<file path="config.mk">
export PLATFORM = sky130hd
export DESIGN_NAME = mul_div_unit_flat
export DESIGN_NICKNAME = d
export VERILOG_FILES = /design/src/rtl/mul_div_if.sv /design/src/rtl/mul_div_unit.sv /design/src/flat_wrapper.sv
export SDC_FILE = /design/constraint.sdc
export NUM_CORES = 1
export LEC_CHECK = 0
export CORE_MARGIN = 2
export CORE_UTILIZATION = 63
export CTS_CLUSTER_SIZE = 10
export DETAILED_ROUTE_END_ITERATION = 12
export DONT_BUFFER_PORTS = 1
export GPL_TIMING_DRIVEN = 0
export MAX_ROUTING_LAYER = met4
export PLACE_DENSITY = 0.79
export SLEW_MARGIN = 15
export SYNTH_ARGS = -nofsm -noshare
export SYNTH_HDL_FRONTEND = slang
export SYNTH_SLANG_ARGS = --single-unit
</file>
<file path="constraint.sdc">
create_clock -name clk -period 4 [get_ports clk]
set_input_delay 0.2 -clock clk [delete_from_list [all_inputs] [get_ports clk]]
set_output_delay 0.2 -clock clk [all_outputs]
set_load 0.01 [all_outputs]
</file>
<file path="src/rtl/mul_div_if.sv">
// Handshake and operand/result bundle between the execute-stage stall logic
// and the iterative multiply/divide unit.
interface mul_div_if #(
   parameter int WIDTH = 32
);
   logic             start;
   logic [1:0]       op;
   logic [WIDTH-1:0] rs_val;
   logic [WIDTH-1:0] rt_val;
   logic             busy;
   logic             done;
   logic [WIDTH-1:0] hi;
   logic [WIDTH-1:0] lo;
   logic             div_by_zero;

   modport master (
      output start, op, rs_val, rt_val,
      input  busy, done, hi, lo, div_by_zero
   );

   modport slave (
      input  start, op, rs_val, rt_val,
      output busy, done, hi, lo, div_by_zero
   );
endinterface

</file>
<file path="src/rtl/mul_div_unit.sv">
// Iterative MIPS32 MULT/MULTU/DIV/DIVU unit: one bit per cycle on operand
// magnitudes, sign correction and HI/LO write in a final fix-up cycle.
module mul_div_unit #(
   parameter int WIDTH = 32
) (
   input  logic      clk,
   input  logic      rst_n,
   mul_div_if.slave  bus
);
   localparam int CW = $clog2(WIDTH);

   typedef enum logic [1:0] {IDLE, RUN, FIX} state_t;

   state_t           state;
   logic [CW-1:0]    count;
   logic [WIDTH-1:0] acc;      // product high half / partial remainder
   logic [WIDTH-1:0] q;        // product low half / dividend shifting into quotient
   logic [WIDTH-1:0] b;        // multiplicand / divisor magnitude
   logic [WIDTH-1:0] rs_orig;
   logic             is_div, neg_q, neg_r, dbz;

   logic             busy_r, done_r, dbz_r;
   logic [WIDTH-1:0] hi_r, lo_r;

   logic             rs_neg, rt_neg;
   logic [WIDTH-1:0] rs_mag, rt_mag;
   logic [WIDTH:0]   mul_sum, div_shift, div_diff;
   logic [2*WIDTH-1:0] prod, prod_fix;
   logic [WIDTH-1:0] quo_fix, rem_fix;

   always_comb begin
      rs_neg    = bus.op[0] & bus.rs_val[WIDTH-1];
      rt_neg    = bus.op[0] & bus.rt_val[WIDTH-1];
      // Negating the most negative value yields 2^(W-1), the correct unsigned magnitude.
      rs_mag    = rs_neg ? -bus.rs_val : bus.rs_val;
      rt_mag    = rt_neg ? -bus.rt_val : bus.rt_val;

      mul_sum   = {1'b0, acc} + (q[0] ? {1'b0, b} : '0);
      div_shift = {acc, q[WIDTH-1]};
      div_diff  = div_shift - {1'b0, b};

      prod      = {acc, q};
      prod_fix  = neg_q ? -prod : prod;
      quo_fix   = neg_q ? -q : q;
      rem_fix   = neg_r ? -acc : acc;
   end

   // NOTE: every register here is updated with <= so all reads in this block
   // see the pre-edge values, regardless of statement order.
   always_ff @(posedge clk) begin
      if (!rst_n) begin
         state   <= IDLE;
         count   <= '0;
         acc     <= '0;
         q       <= '0;
         b       <= '0;
         rs_orig <= '0;
         is_div  <= 1'b0;
         neg_q   <= 1'b0;
         neg_r   <= 1'b0;
         dbz     <= 1'b0;
         busy_r  <= 1'b0;
         done_r  <= 1'b0;
         dbz_r   <= 1'b0;
         hi_r    <= '0;
         lo_r    <= '0;
      end else begin
         done_r <= 1'b0;
         case (state)
            IDLE: begin
               if (bus.start) begin
                  state   <= RUN;
                  busy_r  <= 1'b1;
                  count   <= '0;
                  acc     <= '0;
                  q       <= rs_mag;
                  b       <= rt_mag;
                  rs_orig <= bus.rs_val;
                  is_div  <= bus.op[1];
                  neg_q   <= rs_neg ^ rt_neg;
                  neg_r   <= rs_neg;
                  dbz     <= bus.op[1] && (bus.rt_val == '0);
               end
            end
            RUN: begin
               if (is_div) begin
                  // Restoring step: keep the trial difference only when it did not borrow.
                  if (!div_diff[WIDTH]) begin
                     acc <= div_diff[WIDTH-1:0];
                     q   <= {q[WIDTH-2:0], 1'b1};
                  end else begin
                     acc <= div_shift[WIDTH-1:0];
                     q   <= {q[WIDTH-2:0], 1'b0};
                  end
               end else begin
                  acc <= mul_sum[WIDTH:1];
                  q   <= {mul_sum[0], q[WIDTH-1:1]};
               end
               count <= count + CW'(1);
               if (count == CW'(WIDTH - 1))
                  state <= FIX;
            end
            FIX: begin
               state  <= IDLE;
               busy_r <= 1'b0;
               done_r <= 1'b1;
               dbz_r  <= dbz;
               if (!is_div) begin
                  {hi_r, lo_r} <= prod_fix;
               end else if (dbz) begin
                  hi_r <= rs_orig;
                  lo_r <= '1;
               end else begin
                  hi_r <= rem_fix;
                  lo_r <= quo_fix;
               end
            end
            default: state <= IDLE;
         endcase
      end
   end

   assign bus.busy        = busy_r;
   assign bus.done        = done_r;
   assign bus.hi          = hi_r;
   assign bus.lo          = lo_r;
   assign bus.div_by_zero = dbz_r;
endmodule

</file>
<file path="src/flat_wrapper.sv">
// flat-port wrapper written by rule: the top's interface ports become plain ports
module mul_div_unit_flat 
#(
   parameter int WIDTH = 32
)
  (clk, rst_n, bus_start, bus_op, bus_rs_val, bus_rt_val, bus_busy, bus_done, bus_hi, bus_lo, bus_div_by_zero);
  mul_div_if #(.WIDTH(WIDTH)) bus_i ();
  input  logic clk;
  input  logic rst_n;
  input wire logic [$bits(bus_i.start)-1:0] bus_start;
  input wire logic [$bits(bus_i.op)-1:0] bus_op;
  input wire logic [$bits(bus_i.rs_val)-1:0] bus_rs_val;
  input wire logic [$bits(bus_i.rt_val)-1:0] bus_rt_val;
  output wire logic [$bits(bus_i.busy)-1:0] bus_busy;
  output wire logic [$bits(bus_i.done)-1:0] bus_done;
  output wire logic [$bits(bus_i.hi)-1:0] bus_hi;
  output wire logic [$bits(bus_i.lo)-1:0] bus_lo;
  output wire logic [$bits(bus_i.div_by_zero)-1:0] bus_div_by_zero;
  assign bus_i.start = bus_start;
  assign bus_i.op = bus_op;
  assign bus_i.rs_val = bus_rs_val;
  assign bus_i.rt_val = bus_rt_val;
  assign bus_busy = bus_i.busy;
  assign bus_done = bus_i.done;
  assign bus_hi = bus_i.hi;
  assign bus_lo = bus_i.lo;
  assign bus_div_by_zero = bus_i.div_by_zero;
  mul_div_unit #(.WIDTH(WIDTH)) u_core (.clk(clk), .rst_n(rst_n), .bus(bus_i));
endmodule
</file>
Yosys cells after proc, flatten, opt, wreduce, memory -nomap -nowiden. Index checks and enable logic that the tools add are counted.

Add/sub/neg operators: 8. Equality and inequality tests: 5. Multiplexer cells: 26. Bitwise logic cells: 3. Reductions and logical operators: 9.

Operators with widths (count): two-way mux 32 bit (14); negator 32 bit (4); case mux 32 bit (2 select lines) (2); two-way mux 64 bit (1); negator 64 bit (1); adder 32 x 33 -> 33 bit (1); subtractor 33 x 32 -> 33 bit (1); zero test 32 bit (1); case mux 5 bit (2 select lines) (1); AND reduction 2 bit (4); adder 5 x 1 -> 5 bit (second input constant) (1); == test 5 bit (second input constant) (1); two-way mux 5 bit (1); two-way mux 2 bit (2); case mux 2 bit (2 select lines) (1); nonzero test 2 bit (2); two-way mux 1 bit (3); bitwise AND 1 bit (2); == test 2 x 1 -> 1 bit (second input constant) (1); == test 2 bit (second input constant) (1); zero test 2 bit (1); inequality test 2 x 1 -> 1 bit (second input constant) (1); inequality test 2 bit (second input constant) (1); case mux 1 bit (2 select lines) (1); other kinds (2) (2).

Register bits after elaboration: 206. Bits of input ports: 69. Output and inout bits: 67. Logic and storage cells: 66.

Logic depth before layout (Yosys ltp).
Depth after elaboration: 4. Mapped depth: 14. Depth with buffers taken out: 13.

Worst setup path after synthesis. No wires, ideal clock.

Kind: reg2reg. Start point: register u_core.acc[0]. End point: register u_core.acc[1]. Library setup time: 0.091 ns. Arrival: 3.129 ns. Required time: 3.909 ns. Slack: 0.780 ns. Stages on the path, launching flop included: 13. Path buffers: 2. Clock period less this slack: 3.220 ns. Path through: dfxtp_1 -> clkbuf_1 -> inv_1 -> fa_1 -> nand2b_1 -> a21o_1 -> a31o_2 -> a21oi_1 -> a211oi_4 -> xnor2_2 -> buf_2 -> o211ai_1 -> a311oi_1.

Word-level cells in the longest chain between the ends: 4. Elaborated cells on any way between the ends: 5. Classes of those cells: add/sub (2); mux (3).

Ends and longest elaborated chain: from (decl) (RTL line mul_div_unit.sv:16) `logic [WIDTH-1:0] acc;`; from (signal assigned) (RTL line mul_div_unit.sv:89) `acc <= div_diff[WIDTH-1:0];`; from (signal assigned) (RTL line mul_div_unit.sv:92) `acc <= div_shift[WIDTH-1:0];`; from (signal assigned) (RTL line mul_div_unit.sv:96) `acc <= mul_sum[WIDTH:1];`; subtractor 33 x 32 -> 33 bit (RTL line mul_div_unit.sv:40) `div_diff = div_shift - {1'b0, b};`; two-way mux 32 bit (RTL line mul_div_unit.sv:88) `if (!div_diff[WIDTH]) begin`; two-way mux 32 bit * (RTL line mul_div_unit.sv:86) `if (is_div) begin`; case mux 32 bit (2 select lines) * (RTL line mul_div_unit.sv:69) `case (state)`.

Mark *: on every way between the ends. The rest lies on a longest branch, timed or not. A chain may end at the register's enable or synchronous reset.

Worst setup path in the final report.
Start point: register u_core.acc[0]. End point: register u_core.acc[18].

The elaborated chain is that of the path after synthesis.

==> run summary <==
Synth Instances: 2,118
Starting DRT DRC Count: 2,689
Leak: 6.63 nW
Die width: 162 um
Setup crit end kind: flip-flop
Critical Path Max Stage Delay: 0.51 ns
Startpoint types: flip-flop
IO buf count: 0
Gr usage total: 0.511
Largest net degree at the start of global routing: 14
GRT Residual Overflow: 0
Hold violation count in the final report: 0
Synth top area cells: dfxtp_1 (26%), a21oi_1 (6.8%), xnor2_1 (6.1%)
Setup Crit Path Kind: reg -> reg
Post-Syn Area: 15,700 um2
First-pass GRT wire length: 99,900 um
TNS Setup: 0 ns
End of the critical path: u_core.acc[18]$_SDFFE_PN0P_
DRT Pass-1 Iters: 7
Share of cells above drive strength 1: 0.0432
Critical path fanouts, max: 10
Final net count: 2,358
Max-cap violations: 0
Yosys Warn Count: 0
I/O pin count: 136
Worst r2r dst: u_core.acc[18]$_SDFFE_PN0P_
CTS Buf Count: 25
DR WL/cell: 26.3 um
R2R cell count: 13
Post-synth EDFFs: 0
Row cnt: 57
Core area: 24,400 um2
Worst hold start: bus_rt_val[12]
CP Launch Point: u_core.acc[0]$_SDFFE_PN0P_
Setup WS pre-CTS: -0.220 ns
Pwr per Cell Area: 349 nW/um2
Clk pin slew, worst setup/hold paths: 0.06 ns
Crit-path cells: clkbuf_1 > inv_1 > fa_1 > nand2b_1 > a21o_1 > a31o_2 > a21oi_4 > a211oi_4 > xor2_2 > clkbuf_1 > nand3b_1 > o21ai_0 > o21ai_0
Status: finished, final reports clean
Synth area leader: dfxtp_1
Mapped Avg Cell Area: 7.42 um2
RSZ-0062 raised after global routing: false
Worst slew margin: 0.230
# setup viols final: 0
Clk buf depth: 3
H-tree depth: 1
Post-layout instance area: 17,600 um2
Post-Route WL: 67,000 um
Vias in the first global route: 17,100
HP Class: in -> reg
Min Tclk post-route: 3.87 ns
Worst skew pair latency: 0.56 ns
Die height: 162 um
Area growth from synthesis to layout: 12.0%
Clk_skew: 0.0180 ns
Fmax: 258 MHz
Yosys cell types: 82
Area share of the largest cell type after synthesis: 0.262
Detailed-route DRC error count: 0
Post-DP HPWL: 47,300 um
Placer congestion estimate: 1.01
CTS tree: yes
Clock Sink Count: 206
Buf/Inv on CP: 3
Die Area: 26,200 um2
Post-synth net total: 2,259
Worst EP arrival: 4.31 ns
Slew Limit Fails: 0
Cell Area, Placed: 16,100 um2
Critical-path top delay cell: clkbuf_1
Fin crit share: 0.968
Commonest non-fill, non-tap cell in the layout: nand2_1
Slack of the critical path: 0.126 ns
Crit path max-delay family: compound AO/OA/AOI/OAI gates
CTS root buf: clkbuf_16
Seq/Total Area, Yosys: 0.262
Levels on crit path: 13
Most frequent cells in the layout: nand2_1 (235), a21oi_1 (210), dfxtp_1 (206)
Worst r2r src: u_core.acc[0]$_SDFFE_PN0P_
Worst Path Required: 4.44 ns
Vias: 18,100
Slew @ Worst Pin: 1.15 ns
Initial antenna violation count: 2
Ys async rst share: 0
Peak supply drop: 0.319 mV
Flop and latch count out of synthesis: 206
Detail Route Antenna Nets: 0
R2R setup slack: 0.13 ns
Primary FF master, synth: dfxtp_1
Initial core utilization: 0.644
Post-detailed-route via-to-cell ratio: 7.10
-- cell families after synthesis --
logic type / count (synthesis) / share of synthesized area
compound gates: 689 / 0.276
simple gates: 684 / 0.204
buf+inv: 225 / 0.0600
flops: 206 / 0.262
xor+xnor: 197 / 0.111
fa+ha+maj: 72 / 0.0583
mux: 45 / 0.0287
-- routing by layer --
layer	vias up	GRT usage	share of wire	wire, um
li1	7774	-	-	-
met1	8280	0.577	0.35	23700
met2	1526	0.763	0.42	28100
met3	502	0.145	0.13	8670
met4	0	0.394	0.098	6600
met5	-	-	0	0
-- synthesized netlist by cell type (44+ instances only) --
master    count
a211oi_1     65
a21oi_1     212
clkbuf_1    120
dfxtp_1     206
ha_1         70
inv_1        69
mux2i_1      44
nand2_1     235
nand3_1      54
nor2_1      188
nor3_1       45
o21ai_0     172
xnor2_1     110
xor2_1       85
-- registers in the layout, indices dropped and copies added (netlist names) --
name,count
u_core.acc,32
u_core.b,32
u_core.bus.busy,1
u_core.bus.div_by_zero,1
u_core.bus.done,1
u_core.bus.hi,32
u_core.bus.lo,32
u_core.count,5
u_core.dbz,1
u_core.is_div,1
u_core.neg_q,1
u_core.neg_r,1
u_core.q,32
u_core.rs_orig,32
u_core.state,2
-- cell type report --
cell class	count	area, um2
Antenna cell	2	5.00
Timing Repair Buffer	72	718
Clock buffer	29	661
Buffer	155	683
Multi-Input combinational cell	1687	10700
Sequential cell	206	4120
Fill cell	1956	6790
Tap cell	324	405
Inverter	70	263
Clock inverter	3	32.5
-- worst reg2reg max path, stage by stage, from the launching register on --
cell,delay (ns)
dfxtp_1,0.36
clkbuf_1,0.38
inv_1,0.17
fa_1,0.43
nand2b_1,0.20
a21o_1,0.20
a31o_2,0.25
a21oi_4,0.31
a211oi_4,0.19
xor2_2,0.36
clkbuf_1,0.51
nand3b_1,0.13
o21ai_0,0.15
o21ai_0,0.14
-- power by group --
part | switching (mW) | internal (mW)
logic | 1.16 | 0.621
clock network | 0.925 | 1.16
registers | 0.131 | 2.15
-- timing repair --
item,4_1_cts,5_1_grt
resized for setup,6,10
setup endpoints to repair,40,47
hold buffers,71,0
buffers inserted,0,1
hold endpoints to repair,79,0
pin swaps,0,1
-- metrics by stage --
stage / util / hold WS [ns] / cells / power [mW]
after floorplan: - / 0.336 / 2118 / 3.42
after global placement: 0.661 / 0.342 / 2442 / 3.85
after detailed placement: 0.661 / 0.346 / 2442 / 3.88
after CTS: 0.719 / 0.00126 / 2545 / 5.96
after global routing: 0.721 / 0.0346 / 2548 / 6.28
final: 0.721 / 0.0175 / 2548 / 6.14
-- worst min-delay path by stage --
stage | endpoint | slack (ns) | depth (start not counted)
floorplan | u_core.rs_orig[17]$_SDFFE_PN0P_ | 0.34 | 2
global placement | u_core.rs_orig[8]$_SDFFE_PN0P_ | 0.34 | 2
detailed placement | u_core.rs_orig[14]$_SDFFE_PN0P_ | 0.35 | 2
CTS | u_core.b[8]$_SDFFE_PN0P_ | 0.001 | 3
global route | u_core.b[8]$_SDFFE_PN0P_ | 0.03 | 3
finish | u_core.b[13]$_SDFFE_PN0P_ | 0.02 | 3
Power figures use the tool's default switching activity.
